### src/rtl/ser_rcvr_mc.sv
// rtl/ser_rcvr_mc.sv - multi-lane framed serial receiver with parity and FWFT output FIFO
module ser_rcvr_mc #(
    parameter int DATA_W     = 16,
    parameter int LANES      = 1,
    parameter int PARITY     = 0,
    parameter int FIFO_DEPTH = 4
) (
    input  logic                      clk,
    input  logic                      rst_n,
    input  logic                      i_bit_en,
    input  logic                      i_fs,
    input  logic [LANES-1:0]          i_d,
    output logic [LANES*DATA_W-1:0]   o_data,
    output logic [LANES-1:0]          o_par_err,
    output logic                      o_vld,
    input  logic                      i_rdy,
    output logic                      o_frm_err,
    output logic                      o_ovf,
    output logic [15:0]               o_ovf_cnt
);

    localparam int FRAME_LEN = DATA_W + PARITY;
    localparam int CW        = $clog2(FRAME_LEN);
    localparam int AW        = $clog2(FIFO_DEPTH);
    localparam int EW        = LANES * (DATA_W + 1);

    localparam logic [0:0]    IDLE  = 1'b0;
    localparam logic [0:0]    SHIFT = 1'b1;
    localparam logic [CW-1:0] LAST  = CW'(FRAME_LEN - 1);
    localparam logic [AW:0]   DEPTH = (AW+1)'(FIFO_DEPTH);

    logic [0:0]              state;
    logic [CW-1:0]           cnt;
    logic [FRAME_LEN-2:0]    sh   [LANES];
    logic [FRAME_LEN-1:0]    word [LANES];
    logic [LANES*DATA_W-1:0] push_data;
    logic [LANES-1:0]        push_perr;
    logic                    frm_hit;
    logic                    push;

    // word[k] is the lane's frame including the bit being sampled right now
    always_comb begin
        push_data = '0;
        push_perr = '0;
        for (int k = 0; k < LANES; k++) begin
            word[k] = {sh[k], i_d[k]};
            push_data[k*DATA_W +: DATA_W] = word[k][FRAME_LEN-1 -: DATA_W];
            push_perr[k] = (PARITY != 0) && (^word[k]);
        end
    end

    assign frm_hit = i_bit_en && i_fs && (state == SHIFT);
    assign push    = i_bit_en && !i_fs && (state == SHIFT) && (cnt == LAST);

    always_ff @(posedge clk or negedge rst_n) begin
        if (!rst_n) begin
            state     <= IDLE;
            cnt       <= '0;
            o_frm_err <= 1'b0;
        end else begin
            o_frm_err <= frm_hit;
            if (i_bit_en) begin
                if (i_fs) begin
                    state <= SHIFT;
                    cnt   <= CW'(1);
                end else if (state == SHIFT) begin
                    if (cnt == LAST) begin
                        state <= IDLE;
                        cnt   <= '0;
                    end else begin
                        cnt <= cnt + 1'b1;
                    end
                end
            end
        end
    end

    // Partial words are discarded by the counter, so the shifters need no reset
    always_ff @(posedge clk) begin
        if (i_bit_en && (i_fs || state == SHIFT)) begin
            for (int k = 0; k < LANES; k++)
                sh[k] <= word[k][FRAME_LEN-2:0];
        end
    end

    logic [EW-1:0] mem [FIFO_DEPTH];
    logic [EW-1:0] head;
    logic [AW-1:0] wr_ptr;
    logic [AW-1:0] rd_ptr;
    logic [AW:0]   count;
    logic          full;
    logic          pop;
    logic          wr;
    logic          drop;

    assign full = (count == DEPTH);
    assign pop  = o_vld && i_rdy;
    assign wr   = push && (!full || pop);
    assign drop = push && full && !pop;

    always_ff @(posedge clk) begin
        if (wr)
            mem[wr_ptr] <= {push_perr, push_data};
    end

    always_ff @(posedge clk or negedge rst_n) begin
        if (!rst_n) begin
            wr_ptr    <= '0;
            rd_ptr    <= '0;
            count     <= '0;
            o_ovf     <= 1'b0;
            o_ovf_cnt <= '0;
        end else begin
            o_ovf <= drop;
            if (drop && o_ovf_cnt != 16'hFFFF)
                o_ovf_cnt <= o_ovf_cnt + 1'b1;
            if (wr)
                wr_ptr <= wr_ptr + 1'b1;
            if (pop)
                rd_ptr <= rd_ptr + 1'b1;
            case ({wr, pop})
                2'b10:   count <= count + 1'b1;
                2'b01:   count <= count - 1'b1;
                default: count <= count;
            endcase
        end
    end

    // Head is masked while empty so stale RAM never leaks out
    assign o_vld     = (count != '0);
    assign head      = mem[rd_ptr];
    assign o_data    = o_vld ? head[LANES*DATA_W-1:0] : '0;
    assign o_par_err = o_vld ? head[EW-1 -: LANES] : '0;

endmodule

### config.mk
export PLATFORM = sky130hd
export DESIGN_NAME = ser_rcvr_mc
export DESIGN_NICKNAME = d
export VERILOG_FILES = /design/src/rtl/ser_rcvr_mc.sv
export SDC_FILE = /design/constraint.sdc
export NUM_CORES = 1
export LEC_CHECK = 0
export CAP_MARGIN = 30
export CORE_MARGIN = 1
export CORE_UTILIZATION = 61
export DETAILED_ROUTE_END_ITERATION = 7
export GPL_TIMING_DRIVEN = 0
export PLACE_DENSITY = 0.84
export SETUP_SLACK_MARGIN = 0.4
export SLEW_MARGIN = 20
export SYNTH_ARGS = -nofsm -noshare
export SYNTH_HDL_FRONTEND = slang
export SYNTH_SLANG_ARGS = --single-unit
### constraint.sdc
create_clock -name clk -period 5.8 [get_ports clk]
set_input_delay 1.16 -clock clk [delete_from_list [all_inputs] [get_ports clk]]
set_output_delay 1.16 -clock clk [all_outputs]
set_load 0.005 [all_outputs]
==> results.cfg <==
[clock_network]
clk_latency_ns = 0.35
cts_htree_levels = 3
clkTransAtPathRegs_ns = 0.09
root_buffer = clkbuf_8
clockBufferDepth = 2
cts_setup_buffers = 0
numCtsBuffers = 9
clock-sinks = 109
cts_tree = built
cts_resized = 0
hold_buffers = 0

[timing]
fin_crit_ns = 3.777
max_slew.worst_pin.slew_ns = 0.9041
final_hold_viol_count = 0
grt_setup_unrepaired = false
slew_viol_final = 0
setup_tns_ns = 0
clock_skew_ns = 0.01094
min_period_over_period = 0.6512
finalSetupViolations = 0
relSlewSlack = 0.3973
max_freq_mhz = 264.8

[critical_path]
startpoint_type = flip-flop
cpLargestDelayFamily = buffers and inverters
critPathBufInv = 3
path_cells = clkbuf_1 -> clkbuf_1 -> mux4_2 -> and2_1 -> clkdlybuf4s50_1
end_kind = output pin
cpPeakStageDelay_ns = 0.52
path_max_fanout = 10
cp_slowest_cell = clkbuf_1
worstSetupPathType = reg2out
cp_data_required_time_ns = 4.64
cp.arrival_ns = 2.62
cpMostUsedCell = clkbuf_1

[yosys]
synth_fp_nets = 278
synth-seq-cells = 109
yosysSeqAreaShare = 0.7065
yosysUniqueCellTypes = 41
synth_ff_type = edfxtp_1
synth_edf_count = 79
syn_avg_cell_area_um2 = 16.74
ys_async_sr_fraction = 0.2752
synth_area_um2 = 4420
synthCells = 264
ys_warn_count = 0

[floorplan]
num_rows = 30
dieArea_um2 = 7591
io_pins = 42
core_area_um2 = 6907
start_util = 0.6400
die_y_um = 87.13
die_w_um = 87.13

[global_route]
grt_pass1_vias = 2293
grt_pass1_wl_mm = 11.36
grt_start_max_net_pins = 31
antenna_found_initial = 0
grt_usage = 0.2064
overflow = 0

[routing]
via_per_inst = 5.528
via_count = 2294
routed_wl_mm = 6.974
drcViolationCount = 0
first_iter_violations = 127
routedWlPerCell_um = 16.80
drt.antenna.violating_nets = 0
drt_first_pass_iters = 4

[cells_and_area]
nets = 329
diodes = 0
drive_gt1_frac = 0.1348
syn_to_final_growth_pct = 16.45
stdcell_count = 415

[power]
ir_drop_v = 0.0001894
power_density_nw_per_um2 = 376.8
power.leakage_nw = 1.854

[outcome]
status = complete, no violations

[placement]
portBuffers = 39
placed_cells = 400
place_hpwl_mm = 4.482
place.gp.congestion = 0.7857

[run]
drv_cap = 0

[hold_path]
hold_class = reg2reg
==> layer usage <==
metal / part of all wire / routed length (µm) / GRT usage
met1: 0.45 / 3138 / 0.2714
met2: 0.50 / 3499 / 0.3429
met3: 0.030 / 210 / 0.03412
met4: 0.018 / 126 / 0.09538
met5: 0 / 0 / 0
==> sequential cells by signal (all words and copies together) (netlist names) <==
register and cells:
cnt 4, rd_ptr 2, o_frm_err 1, o_ovf 1, state 1, sh 15
o_ovf_cnt 16, wr_ptr 2, count 3, mem 64
==> kinds of logic after synthesis <==
group | Yosys count | synth area share
AO/OA/AOI/OAI | 15 | 0.02236
XOR/XNOR | 21 | 0.04331
adder cells (fa/ha/maj) | 8 | 0.02434
buffers and inverters | 21 | 0.02123
flip-flops | 109 | 0.7065
multiplexers | 18 | 0.08633
other | 1 | 0.0008483
AND/OR/NAND/NOR | 71 | 0.09510
==> metrics by stage <==
step	total power [W]	worst slack [ns]	utilization	cell area [µm²]	hold slack [ns]
6_report	0.001939	2.023	0.7453	5147	0.4993
5_1_grt	0.002042	1.882	0.7453	5147	0.5112
4_1_cts	0.001961	1.972	0.7453	5147	0.4922
3_5_place_dp	0.001483	1.957	0.7149	4937	0.4772
3_3_place_gp	0.001460	1.770	0.7139	4931	0.4657
2_1_floorplan	0.001255	2.717	-	4420	0.4489
==> power breakdown <==
group	switching [W]	internal, W
combinational	0.000216	0.000318
clock	0.000240	0.000241
sequential	0.0000390	0.000886
total	0.000494	0.00145
==> path summary, 6_finish.rpt <==
path                       startpoint      endpoint  slack (ns)  cells past startpoint
min in group asynchronous       rst_n  o_ovf_cnt[7]        0.82                      1
min reg2reg                  count[2]      count[2]        0.50                      1
max reg2reg                    cnt[0]     mem[2][2]        3.09                      5
max in group asynchronous       rst_n         state        4.55                      1
max                         rd_ptr[1]     o_data[7]        2.02                      5
min                          count[2]      count[2]        0.50                      1
==> Yosys cell counts (2+ instances only) <==
cell type | number | share of area
o22ai_1 | 2 | 0.0028
ha_1 | 7 | 0.020
mux4_2 | 16 | 0.082
and2_1 | 23 | 0.033
edfxtp_1 | 79 | 0.54
nand3_1 | 7 | 0.0079
nand2_1 | 15 | 0.013
nor4b_1 | 2 | 0.0040
o21ai_0 | 4 | 0.0045
nand4_1 | 7 | 0.0099
nor2_1 | 6 | 0.0051
xnor2_1 | 11 | 0.022
xor2_1 | 9 | 0.018
dfrtp_1 | 30 | 0.17
inv_1 | 10 | 0.0085
clkbuf_1 | 6 | 0.0051
buf_2 | 3 | 0.0034
a21oi_1 | 3 | 0.0034
and3_1 | 2 | 0.0028
==> final cells by class <==
class | count | area (µm²)
Buffer | 11 | 56.30
Clock buffer | 9 | 123.9
Clock inverter | 6 | 86.33
Fill cell | 430 | 1759
Inverter | 10 | 37.54
Multi-Input combinational cell | 134 | 1204
Sequential cell | 109 | 3123
Tap cell | 96 | 120.1
Timing Repair Buffer | 40 | 396.6
==> cells in the final DEF (no fill, tap or decap), drive strengths merged, types with 2 or more instances in the layout <==
cell / synthesis / layout
clkbuf: 6 / 15
ha: 7 / 7
xnor2: 11 / 11
dfrtp: 30 / 30
bufinv: 0 / 2
nand4: 7 / 7
nor3: 2 / 2
xor2: 10 / 10
buf: 5 / 6
nand2: 15 / 15
mux4: 16 / 16
nor4b: 2 / 2
clkinv: 0 / 3
nor2: 6 / 6
and2: 23 / 23
and3: 2 / 2
a21oi: 3 / 3
edfxtp: 79 / 79
nand3: 7 / 7
inv: 10 / 11
clkdlybuf4s50: 0 / 38
o22ai: 2 / 2
o21ai: 4 / 4
Power figures use the tool's default switching activity.
